[src/rtl/cgia_pkg.sv]
// rtl/cgia_pkg.sv - shared mode encodings and bpp/ppw helpers for the pixel serializer
package cgia_pkg;

  typedef enum logic [1:0] {
    MODE_1BPP = 2'b00,
    MODE_2BPP = 2'b01,
    MODE_4BPP = 2'b10,
    MODE_8BPP = 2'b11
  } mode_e;

  function automatic int bpp_of(input logic [1:0] mode);
    return 1 << mode;
  endfunction

  function automatic int ppw_of(input logic [1:0] mode, input int data_w);
    return data_w >> mode;
  endfunction

endpackage

[src/rtl/pixel_hold_buffer.sv]
// rtl/pixel_hold_buffer.sv - one-entry prefetch register with valid/ready write side and refill read side
module pixel_hold_buffer #(
  parameter int DATA_W = 16
) (
  input  logic              clk_i,
  input  logic              rst_ni,
  input  logic              flush_i,
  input  logic [DATA_W-1:0] wr_data_i,
  input  logic              wr_valid_i,
  output logic              wr_ready_o,
  input  logic              rd_i,
  output logic [DATA_W-1:0] rd_data_o,
  output logic              full_o
);

  logic [DATA_W-1:0] data_q, data_d;
  logic              full_q, full_d;

  // Write only when empty and refill only when full, so the two never collide.
  always_comb begin
    data_d = data_q;
    full_d = full_q;
    if (flush_i) begin
      full_d = 1'b0;
    end else if (wr_valid_i && !full_q) begin
      data_d = wr_data_i;
      full_d = 1'b1;
    end else if (rd_i) begin
      full_d = 1'b0;
    end
  end

  always_ff @(posedge clk_i or negedge rst_ni) begin
    if (!rst_ni) begin
      data_q <= '0;
      full_q <= 1'b0;
    end else begin
      data_q <= data_d;
      full_q <= full_d;
    end
  end

  assign wr_ready_o = ~full_q;
  assign rd_data_o  = data_q;
  assign full_o     = full_q;

endmodule

[src/rtl/pixel_serializer.sv]
// rtl/pixel_serializer.sv - MSB-first word-to-pen serializer with prefetch, zoom, flush and underrun flag
module pixel_serializer
  import cgia_pkg::*;
#(
  parameter int DATA_W  = 16,
  parameter int COLOR_W = 8,
  parameter int ZOOM_W  = 2
) (
  input  logic               dotclk_i,
  input  logic               reset_ni,
  input  logic               en_i,
  input  logic               flush_i,
  input  logic [1:0]         mode_i,
  input  logic [ZOOM_W-1:0]  zoom_i,
  input  logic [DATA_W-1:0]  dat_i,
  input  logic               dat_valid_i,
  output logic               dat_ready_o,
  input  logic [COLOR_W-1:0] index_xor_i,
  output logic [COLOR_W-1:0] color_o,
  output logic               underrun_o
);

  localparam int CNT_W = $clog2(DATA_W) + 1;

  logic [DATA_W-1:0]  sh_q, sh_d;
  logic [CNT_W-1:0]   pix_cnt_q, pix_cnt_d;
  logic [ZOOM_W-1:0]  rep_cnt_q, rep_cnt_d;
  mode_e              mode_q, mode_d;
  logic [COLOR_W-1:0] color_q, color_d;
  logic               underrun_q, underrun_d;

  logic               hold_full;
  logic [DATA_W-1:0]  hold_data;
  logic               refill;
  logic               emit;
  logic [DATA_W-1:0]  word;
  logic [1:0]         wmode;
  logic [CNT_W-1:0]   wcnt;
  logic [ZOOM_W-1:0]  wrep;

  function automatic logic [COLOR_W-1:0] pix_of(input logic [DATA_W-1:0] w,
                                                input logic [1:0]        m);
    logic [7:0] top;
    logic [7:0] p;
    top = w[DATA_W-1 -: 8];
    case (m)
      MODE_1BPP: p = {7'd0, top[7]};
      MODE_2BPP: p = {6'd0, top[7:6]};
      MODE_4BPP: p = {4'd0, top[7:4]};
      default:   p = top;
    endcase
    return COLOR_W'(p);
  endfunction

  pixel_hold_buffer #(
    .DATA_W (DATA_W)
  ) u_hold (
    .clk_i      (dotclk_i),
    .rst_ni     (reset_ni),
    .flush_i    (flush_i),
    .wr_data_i  (dat_i),
    .wr_valid_i (dat_valid_i),
    .wr_ready_o (dat_ready_o),
    .rd_i       (refill),
    .rd_data_o  (hold_data),
    .full_o     (hold_full)
  );

  always_comb begin
    sh_d       = sh_q;
    pix_cnt_d  = pix_cnt_q;
    rep_cnt_d  = rep_cnt_q;
    mode_d     = mode_q;
    color_d    = '0;
    underrun_d = 1'b0;
    refill     = 1'b0;
    emit       = 1'b0;
    word       = sh_q;
    wmode      = mode_q;
    wcnt       = pix_cnt_q;
    wrep       = rep_cnt_q;

    if (flush_i) begin
      sh_d      = '0;
      pix_cnt_d = '0;
      rep_cnt_d = '0;
    end else if (!en_i) begin
      // frozen: shifter state holds, output blanked
    end else if (pix_cnt_q != '0) begin
      emit = 1'b1;
    end else if (hold_full) begin
      // Refill emits the first pixel of the held word on this same dot.
      refill = 1'b1;
      emit   = 1'b1;
      mode_d = mode_e'(mode_i);
      word   = hold_data;
      wmode  = mode_i;
      wcnt   = CNT_W'(ppw_of(mode_i, DATA_W));
      wrep   = '0;
    end else begin
      color_d    = index_xor_i;
      underrun_d = 1'b1;
    end

    if (emit) begin
      color_d = pix_of(word, wmode) ^ index_xor_i;
      if (wrep >= zoom_i) begin
        sh_d      = word << bpp_of(wmode);
        pix_cnt_d = wcnt - 1'b1;
        rep_cnt_d = '0;
      end else begin
        sh_d      = word;
        pix_cnt_d = wcnt;
        rep_cnt_d = wrep + 1'b1;
      end
    end
  end

  always_ff @(posedge dotclk_i or negedge reset_ni) begin
    if (!reset_ni) begin
      sh_q       <= '0;
      pix_cnt_q  <= '0;
      rep_cnt_q  <= '0;
      mode_q     <= MODE_1BPP;
      color_q    <= '0;
      underrun_q <= 1'b0;
    end else begin
      sh_q       <= sh_d;
      pix_cnt_q  <= pix_cnt_d;
      rep_cnt_q  <= rep_cnt_d;
      mode_q     <= mode_d;
      color_q    <= color_d;
      underrun_q <= underrun_d;
    end
  end

  assign color_o    = color_q;
  assign underrun_o = underrun_q;

endmodule

[config.mk]
export PLATFORM = sky130hd
export DESIGN_NAME = pixel_serializer
export DESIGN_NICKNAME = d
export VERILOG_FILES = /design/src/rtl/cgia_pkg.sv /design/src/rtl/pixel_hold_buffer.sv /design/src/rtl/pixel_serializer.sv
export SDC_FILE = /design/constraint.sdc
export NUM_CORES = 1
export LEC_CHECK = 0
export CAP_MARGIN = 10
export CORE_MARGIN = 5
export CORE_UTILIZATION = 30
export CTS_CLUSTER_DIAMETER = 200
export DETAILED_ROUTE_END_ITERATION = 8
export DONT_BUFFER_PORTS = 1
export GPL_ROUTABILITY_DRIVEN = 0
export SLEW_MARGIN = 0
export SYNTH_ARGS = -nofsm -noshare
export SYNTH_HDL_FRONTEND = slang
export SYNTH_HIERARCHICAL = 1
export SYNTH_SLANG_ARGS = --single-unit
[constraint.sdc]
create_clock -name dotclk_i -period 3.63 [get_ports dotclk_i]
set_input_delay 0.726 -clock dotclk_i [delete_from_list [all_inputs] [get_ports dotclk_i]]
set_output_delay 0.726 -clock dotclk_i [all_outputs]
set_load 0.05 [all_outputs]
==> impl_metrics.json <==
{
  "drt_iter0_drc": 280,
  "finalWorstSetupSlack_ns": 0.616,
  "worstSetupPathType": "reg2reg",
  "drive_gt1_frac": 0.115,
  "io_buffers": 0,
  "place_worst_setup_slack_ns": 0.565,
  "clock_sinks": 51,
  "setup_viol": 0,
  "postSynthCellCount": 356,
  "grt_max_degree": 52,
  "ys_seq_area_frac": 0.383,
  "ios": 43,
  "dp_hpwl_um": 6820,
  "crit_family": "simple AND/OR/NAND/NOR gates",
  "clk_path_buf_depth": 2,
  "powerDensity_nw_per_um2": 610,
  "synth_cell_type_count": 58,
  "synth.area.top_cells": "dfrtp_1 (38%), mux2i_1 (9.0%), mux2_2 (6.4%)",
  "cts_resized": 0,
  "placementRows": 38,
  "routed_wirelength_um": 9710,
  "antenna_found_initial": 0,
  "postCtsSetupBuffers": 0,
  "clkTransAtPathRegs_ns": 0.10,
  "grt.overflow.total": 0,
  "post-route-period-util": 0.830,
  "hold_path_class": "in2async",
  "grt_first_pass_wirelength_um": 15500,
  "clk_latency_ns": 0.31,
  "critPathBufInv": 0,
  "leakagePower_nw": 1.43,
  "required_ns": 3.89,
  "antenna_cells": 0,
  "rsz0062_at_grt": "no",
  "root_buffer": "clkbuf_8",
  "vias_per_cell": 5.98,
  "synth.avg_cell_area_sq_um": 9.37,
  "ys_top_cells_by_count": "dfrtp_1 (51), nand2_1 (39), mux2i_1 (30)",
  "grt_use_total": 0.147,
  "finalHoldViolations": 0,
  "synth_edf_count": 0,
  "synthArstFlopShare": 1.00,
  "peakVddDrop_uv": 223,
  "crit_path_top_delay_cell": "a2111oi_0",
  "hold_buffers": 0,
  "cts_inserted_buffers": 5,
  "antenna_left": 0,
  "worst_pin_slew_ns": 0.965,
  "critical_path.max_fanout": 10,
  "synth_nets": 392,
  "cts_tree": "done",
  "vias": 2917,
  "core_sq_um": 10900,
  "fin_util": 0.325,
  "drv_cap": 0,
  "drv_slew": 0,
  "cp.arrival_ns": 3.27,
  "area_growth_pct": 6.23,
  "drc": 0,
  "yosysMostFrequentCell": "dfrtp_1",
  "ys_warn_count": 6,
  "synth_seq_cells": 51,
  "fin_skew_ns": 0.00419,
  "relSlewSlack": 0.357,
  "start_kind": "register",
  "synth_top_area_frac": 0.383,
  "cpPeakStageDelay_ns": 0.52,
  "grt_pass1_vias": 2787,
  "fin_nets": 383,
  "total_power_mw": 2.16,
  "synth-main-ff-cell": "dfrtp_1",
  "syn_area_sq_um": 3340,
  "clock.fmax_mhz": 332,
  "fp.dieArea_sq_um": 13300,
  "crit_chain": "or3_4, or3_1, and2_1, ha_1, a21o_1, nand3_1, a2111oi_0, a221o_1",
  "die_y_um": 115,
  "end_kind": "register",
  "cts-htree-levels": 2,
  "detail_route.first_pass.iterations": 5,
  "routedWlPerCell_um": 19.9,
  "die_x_um": 115,
  "status": "finished, final reports clean",
  "fin_tns_setup_ns": 0,
  "period_minus_slack_ns": 3.01,
  "synth_top_area_cell": "dfrtp_1",
  "start_util": 0.306
}
==> cell usage in the layout (no fill, tap or decap), types with 4 or more instances in the layout <==
master	synthesis	layout
clkbuf_8	0	7
nand2_1	39	39
a22oi_1	6	6
nor2b_1	5	5
mux2i_1	30	30
and2_1	4	4
inv_1	5	5
a21oi_1	17	17
o21ai_0	11	11
dfrtp_1	51	51
nor2_1	18	18
nor3_1	12	12
nand4_1	4	4
nand2b_1	6	6
a211oi_1	7	7
nand3_1	11	11
o31ai_1	4	4
buf_4	2	8
mux2_2	19	19
nor4_1	5	5
a221o_1	10	10
or3_1	12	12
==> registers in the layout, summed over array words and instances (netlist names) <==
name	flops
u_hold/full_o	1
pix_cnt_q	5
color_o	8
sh_q	16
u_hold/rd_data_o	16
rep_cnt_q	2
mode_q	2
underrun_o	1
==> metrics by stage <==
stage / cells / hold WS [ns] / area [sq um]
2_1_floorplan: 356 / 0.430 / 3340
3_3_place_gp: 480 / 0.434 / 3440
3_5_place_dp: 480 / 0.434 / 3440
4_1_cts: 488 / 0.0834 / 3540
5_1_grt: 488 / 0.0697 / 3540
6_report: 488 / 0.0947 / 3540
==> layer usage <==
layer / share of wire / track usage / up-vias
met2: 0.44 / 0.222 / 139
met5: 0 / 0 / -
met1: 0.46 / 0.215 / 1436
li1: - / - / 1327
met3: 0.087 / 0.0339 / 15
met4: 0.013 / 0.0297 / 0
==> worst reg2reg max path: cells and delay by family, from the launching register on <==
kind,cells,cell delay (ns)
adders and majority gates,1,0.29
DFF,1,0.45
and+or+nand+nor,4,1.35
AOI/OAI and AO/OA,3,0.88
==> logic make-up (layout without fill, tap and decap cells) <==
kind of cell | count (synthesis) | after routing | synth area share
xor+xnor | 4 | 4 | 0.0105
mux | 50 | 50 | 0.158
simple gates | 131 | 131 | 0.206
buf+inv | 31 | 23 | 0.0465
flops | 51 | 51 | 0.383
fa+ha+maj | 3 | 3 | 0.0113
compound gates | 86 | 86 | 0.185
==> report_power, final <==
part / switching [mW] / internal (mW)
clock network: 0.202 / 0.175
logic: 0.529 / 0.360
registers: 0.226 / 0.669
==> worst paths after layout <==
kind / endpoint / startpoint / depth (start not counted) / slack [ns]
worst max register to register: sh_q[10] / pix_cnt_q[1] / 8 / 0.62
max in group asynchronous: sh_q[11] / reset_ni / 0 / 3.45
min in group dotclk_i: u_hold/full_o / flush_i / 1 / 0.46
worst min-delay path: pix_cnt_q[3] / reset_ni / 0 / 0.09
worst min register to register: sh_q[11] / sh_q[11] / 2 / 0.51
worst max-delay path: sh_q[10] / pix_cnt_q[1] / 8 / 0.62
==> final cells by class <==
cell class | count | area (sq um)
Clock buffer | 8 | 100
Fill cell | 1160 | 7340
Inverter | 7 | 27.5
Multi-Input combinational cell | 274 | 1900
Sequential cell | 51 | 1280
Tap cell | 140 | 175
Timing Repair Buffer | 8 | 60.1
Power figures use the tool's default switching activity.
